`src/rtl/my_reg_file16.sv`:
```
// my_reg_file16: R0-R14 clocked storage with two combinational read ports; reads of R15 return PC+8.
// Writes are strobed by a one-hot select, and a malformed select raises a sticky error flag.
module my_reg_file16 #(
    parameter int DATA_W = 32
) (
    input  logic              clk,
    input  logic              rst_n,
    input  logic              we,
    input  logic [15:0]       wsel,
    input  logic [DATA_W-1:0] wdata,
    input  logic [3:0]        ra1,
    input  logic [3:0]        ra2,
    input  logic [DATA_W-1:0] r15_in,
    output logic [DATA_W-1:0] rd1,
    output logic [DATA_W-1:0] rd2,
    output logic              onehot_err,
    output logic              wr_busy
);
    localparam int NREGS = 15;

    logic [DATA_W-1:0] regs_q [NREGS];
    logic [DATA_W-1:0] regs_d [NREGS];
    logic              err_q;
    logic              err_d;
    logic              busy_q;
    logic              busy_d;

    logic              wsel_legal;
    logic              wr_accept;
    logic              wr_malformed;

    // Exactly one bit set; unknown bits make the result non-true, so they fall on the malformed side.
    function automatic logic is_onehot(input logic [15:0] v);
        return (v != 16'h0000) && ((v & (v - 16'h0001)) == 16'h0000);
    endfunction

    assign wsel_legal   = is_onehot(wsel);
    assign wr_accept    = we && wsel_legal;
    assign wr_malformed = we && !wsel_legal;

    // A one-hot R15 strobe is accepted but has no storage bit to land in.
    always_comb begin
        regs_d = regs_q;
        if (wr_accept) begin
            for (int i = 0; i < NREGS; i++) begin
                if (wsel[i]) begin
                    regs_d[i] = wdata;
                end
            end
        end
    end

    always_comb begin
        err_d  = err_q | wr_malformed;
        busy_d = wr_accept;
    end

    always_ff @(posedge clk) begin
        if (!rst_n) begin
            for (int i = 0; i < NREGS; i++) begin
                regs_q[i] <= '0;
            end
            err_q  <= 1'b0;
            busy_q <= 1'b0;
        end else begin
            regs_q <= regs_d;
            err_q  <= err_d;
            busy_q <= busy_d;
        end
    end

    // Read path has no bypass: a same-cycle write is seen only after the edge.
    always_comb begin
        rd1 = r15_in;
        if (ra1 != 4'hF) begin
            rd1 = regs_q[ra1];
        end
    end

    always_comb begin
        rd2 = r15_in;
        if (ra2 != 4'hF) begin
            rd2 = regs_q[ra2];
        end
    end

    assign onehot_err = err_q;
    assign wr_busy    = busy_q;

endmodule

```
`config.mk`:
```
export PLATFORM = sky130hd
export DESIGN_NAME = my_reg_file16
export DESIGN_NICKNAME = d
export VERILOG_FILES = /design/src/rtl/my_reg_file16.sv
export SDC_FILE = /design/constraint.sdc
export NUM_CORES = 2
export LEC_CHECK = 0
export ABC_AREA = 1
export BUFFER_PORTS_ARGS = -buffer_cell sky130_fd_sc_hd__buf_4
export CORE_MARGIN = 10
export CORE_UTILIZATION = 40
export DETAILED_ROUTE_END_ITERATION = 6
export SYNTH_ARGS = -nofsm -noshare
export SYNTH_HDL_FRONTEND = slang
export SYNTH_SLANG_ARGS = --single-unit
export TNS_END_PERCENT = 10
```
`constraint.sdc`:
```
create_clock -name clk -period 2.3 [get_ports clk]
set_clock_uncertainty 0.2 [all_clocks]
set_input_delay 0 -clock clk [delete_from_list [all_inputs] [get_ports clk]]
set_output_delay 0 -clock clk [all_outputs]
set_load 0.01 [all_outputs]
```
## Word level (Yosys, flattened, before mapping)

Index checks and enable logic that the tools add are counted.

- Add/sub/neg operators: 1
- Order comparisons: 2
- Equal/unequal tests: 2
- Mux-type cells: 8
- Bitwise logic cells: 4
- Reductions and logical operators: 21

Operators by type and width:

| operator | count |
|---|---|
| $bmux 32 s4 | 2 |
| $mux 32 | 6 |
| $reduce_and 2->1 | 15 |
| $and 16x16->16 | 1 |
| $logic_not 16->1 | 1 |
| $reduce_bool 16->1 | 1 |
| $sub 16x1->16 const B | 1 |
| $ge 5x5->1 const B | 2 |
| $not 4->5 | 2 |
| $ne 4x4->1 const B | 2 |
| $logic_and 1x1->1 | 3 |
| $logic_not 1->1 | 1 |
| $or 1x1->1 | 1 |

- Register bits: 482
- Input port bits: 91
- Logic and storage cells: 55

## Depth between registers and ports, before layout

- Word-level depth: 7
- Depth in mapped cells: 16
- Gate-level depth less buffers: 12

## Least setup slack after synthesis

OpenSTA, ideal clock, no wires.

- Path type: in2reg
- From: input wsel[0]
- To: register regs_q[228] in the netlist's numbering
- Setup time: 113 ps
- Data arrival time: 1571 ps
- Data required time: 1987 ps
- Slack: 417 ps
- Cell stages on the path: 16
- Cell sequence: buf_2 -> nor2_8 -> nand2_2 -> nor2_2 -> nand2_1 -> nand2_1 -> nand2_1 -> nor2_2 -> nand2_1 -> nor2_2 -> buf_4 -> buf_4 -> buf_4 -> nand4_1 -> nand2_1 -> nor2_1

- Word-level cells in the longest chain between the ends: 6
- Elaborated cells between the ends (all ways): 7
- Those cells by class: add/sub: 1; bitwise: 1; reduce/logical: 5

RTL lines:

| item | line | source |
|---|---|---|
| start, declared | 9 | `input logic [15:0] wsel,` |
| $sub 16x1->16 | 34 | `return (v != 16'h0000) && ((v & (v - 16'h0001)) == 16'h0000);` |
| $and 16x16->16 | 34 |  |
| $logic_not 16->1 | 34 |  |
| $logic_and 1x1->1 (*) | 34 |  |
| $logic_and 1x1->1 (*) | 38 | `assign wr_accept = we && wsel_legal;` |
| $reduce_and 2->1 (no line) (*) | -- |  |
| end signal, assigned | 66 | `regs_q <= regs_d;` |
| end, declared | 21 | `logic [DATA_W-1:0] regs_q [NREGS];` |

Every way passes the cells marked *; elsewhere a longest branch is shown, timed or not.
A chain may end at the register's enable or synchronous reset.

## Worst setup path after layout

- From: register regs_q[59] in the netlist's numbering
- To: output rd1[27]

- Word-level cells in the longest chain between the ends: 4

RTL lines:

| item | line | source |
|---|---|---|
| $bmux 32 s4 | 76 | `rd1 = regs_q[ra1];` |
| $mux 32 (implied by the code) (2 in a row) | 76 |  |
| $mux 32 | 75 | `if (ra1 != 4'hF) begin` |
| end, declared | 14 | `output logic [DATA_W-1:0] rd1,` |

Every way passes these cells. The select of a mux whose other input is x is not followed.

==> metrics <==
top-count cell post-synth nor2_1; 1st-iter DRT viols 5003; core box area 70400 µm²; drt pass-1 iters 7; via count 33883; hold path startpoint wsel[7]; aggregate global routing overflow 0; Worst path slowest cell o211ai_1; sequential share of the synthesized area 0.338; gr usage total 0.329; clk root buf clkbuf_16; Internal 15.3 mW; PwrDens 633 nW/µm²; clk buf depth 3; Worst-path clk slew 0.06 ns; Slew Limit Headroom 0.291; outcome finished with violations; #FFs+latches synth 482; post-DR wirelength/cell 25.4 µm; Reg2Reg Depth 3; Max Fclk 426 MHz; post-route minimum period 2.35 ns; Synth warnings 0; cell mode on critical path nor2_1; top post-synthesis cells by count nor2_1, nand2_1, nand4_1, dfxtp_1, o21ai_0; routed wire length 141000 µm; vias in the first global route 31250; reg2reg end regs_q[245]; WHS Endpoint regs_q[244]; asr flop ratio synth 0; Final HPWL DP 83900 µm; CTS tree yes; initial antenna violation count 1; Fin Setup TNS -0.0743 ns; unrepaired setup endpoints after global routing true; Worst-Skew Late Latency 0.63 ns; Initial Utilization 0.406; vias per cell 6.11; CP Max Fanout 3; WP data required 2.10 ns; Worst Setup Path Type flip-flop to primary output; Sequential Power Share 0.386; largest net degree at the start of global routing 141; Sw Share 0.293; startpoint types flip-flop; Unique masters post-synth 28; largest area contributor in the netlist dfxtp_1; Post-Layout Cell Count 5545; setup violators final 2; Crit path arrival time 2.15 ns; Site Rows 97; Worst setup EP type primary output; type of the worst min-delay path input port to flip-flop; fin util 0.485; P&R area growth vs syn 19.6%; Sw Pwr 6.33 mW; Logic pwr share 0.150; number of synthesized flops with an enable pin 0; Hold Worst Slack -0.0328 ns; Peak supply drop 0.565 mV; Post-Place Cells 5370; peak per-stage delay on the critical path 0.61 ns; Worst R2R Start regs_q[245]; top cells by area, synth dfxtp_1, nor2_1, nand4_1; syn_nets 4649; DP Area 31300 µm²; worst path cell trace nor2_1 > nor2_1 > a21oi_1 > o211ai_1 > o21a_1 > buf_6; worst setup margin -0.0487 ns; Fin. Hold Viols 8; synthesized area per cell 6.27 µm²; final worst path period share 1.02; I/O Pins 157; first-pass GRT wire length 207000 µm; die area 82500 µm²; # Max-Cap Violations 0; DRC 0; Post-DRT Antenna Nets 0; number of port buffers 156; static leakage 12.4 nW; post-synth top area share 0.338; cell count after synthesis 4558; fin area 34200 µm²; failing checks hold timing, setup timing; diode count 0; NumNets Final 4648; clock buffer count from CTS 57; actual slew at the worst max-slew pin 1.06 ns; R2R setup slack 0.97 ns; Final Slew Violations 0; Clock power frac 0.464; Die X 287 µm; clock sinks 482; Most used DFF post-synth dfxtp_1; Hold Path Depth 7; layout cell share with drive strength beyond 1 0.110; DIE HEIGHT 287 µm; mapped cell area 28600 µm²; GP Congestion 0.941; CTS H-tree lvls 2
-- worst max-delay path by stage --
stage	from	endpoint	cells past startpoint
final	regs_q[59]	rd1[27]	6
after global routing	regs_q[443]	rd1[27]	8
after CTS	regs_q[187]	rd1[27]	8
after detailed placement	wsel[1]	regs_q[453]	13
after global placement	wsel[1]	regs_q[190]	13
after floorplan	wsel[0]	regs_q[228]	16
-- per-layer routing --
metal	wire length, µm	GRT usage	up-vias	part of all wire
met5	0	0	-	0
met4	8980	0.191	0	0.064
met3	18000	0.0806	483	0.13
met2	59300	0.489	2385	0.42
met1	54600	0.426	15617	0.39
li1	-	-	15398	-
-- timing repair --
item | CTS | global route
buffers inserted | 0 | 2
endpoints found under the setup margin | 2 | 25
hold buffers | 66 | 0
cloned | 0 | 0
pin swaps | 2 | 9
hold endpoints to repair | 482 | 0
resized for setup | 6 | 34
-- power groups by stage --
stage	Clock [mW]	Sequential [mW]	Combinational (mW)
after floorplan	0	8.54	1.52
after global placement	0	8.53	2.97
after detailed placement	0	8.53	2.98
after CTS	10.1	8.35	3.08
after global routing	10.4	8.35	3.34
final	10.0	8.35	3.24
-- kinds of logic (layout without fill, tap and decap cells) --
logic type             count (synthesis)  in the layout  share of synthesized area
AOI/OAI and AO/OA                    859            859                      0.177
buffers and inverters                800            847                      0.115
DFF                                  482            482                      0.338
and+or+nand+nor                     2417           2417                      0.370
-- metrics by stage --
stage | total power [mW] | worst slack, ns
floorplan | 10.1 | 0.417
global placement | 11.5 | 0.0810
detailed placement | 11.5 | 0.0813
CTS | 21.5 | -0.0319
global route | 22.1 | -0.0958
finish | 21.6 | -0.0487
-- final cells by class --
class | count | area [µm²]
clock buffers | 88 | 1760
repair buffers | 411 | 4230
flip-flops and latches | 482 | 9650
well taps | 940 | 1180
clock inverters | 19 | 285
multi-input cells | 3276 | 15800
inverters | 329 | 1230
fillers | 7276 | 36200
-- cells in the final DEF (no fill, tap or decap), types with 63 or more instances in the layout --
master	netlist	routed
o2111ai_1	113	113
buf_12	0	72
nand3_1	96	94
o21ai_0	350	337
dfxtp_1	482	478
dlygate4sd3_1	0	63
buf_4	43	265
inv_1	321	315
nand4_1	505	505
a21oi_1	266	261
nand2_1	716	712
nor2_1	1082	1072
-- sequential cells by signal (all words and copies together) (netlist names) --
signal,count
onehot_err,1
regs_q,480
wr_busy,1
-- worst max-delay path: cells and delay by family (launching register included) --
| kind | cells | cell delay (ns) |
|---|---|---|
| buffers and inverters | 1 | 0.10 |
| DFF | 1 | 0.36 |
| and+or+nand+nor | 2 | 0.16 |
| AOI/OAI and AO/OA | 3 | 0.89 |
Note: power is estimated with default switching activity, not from simulation.
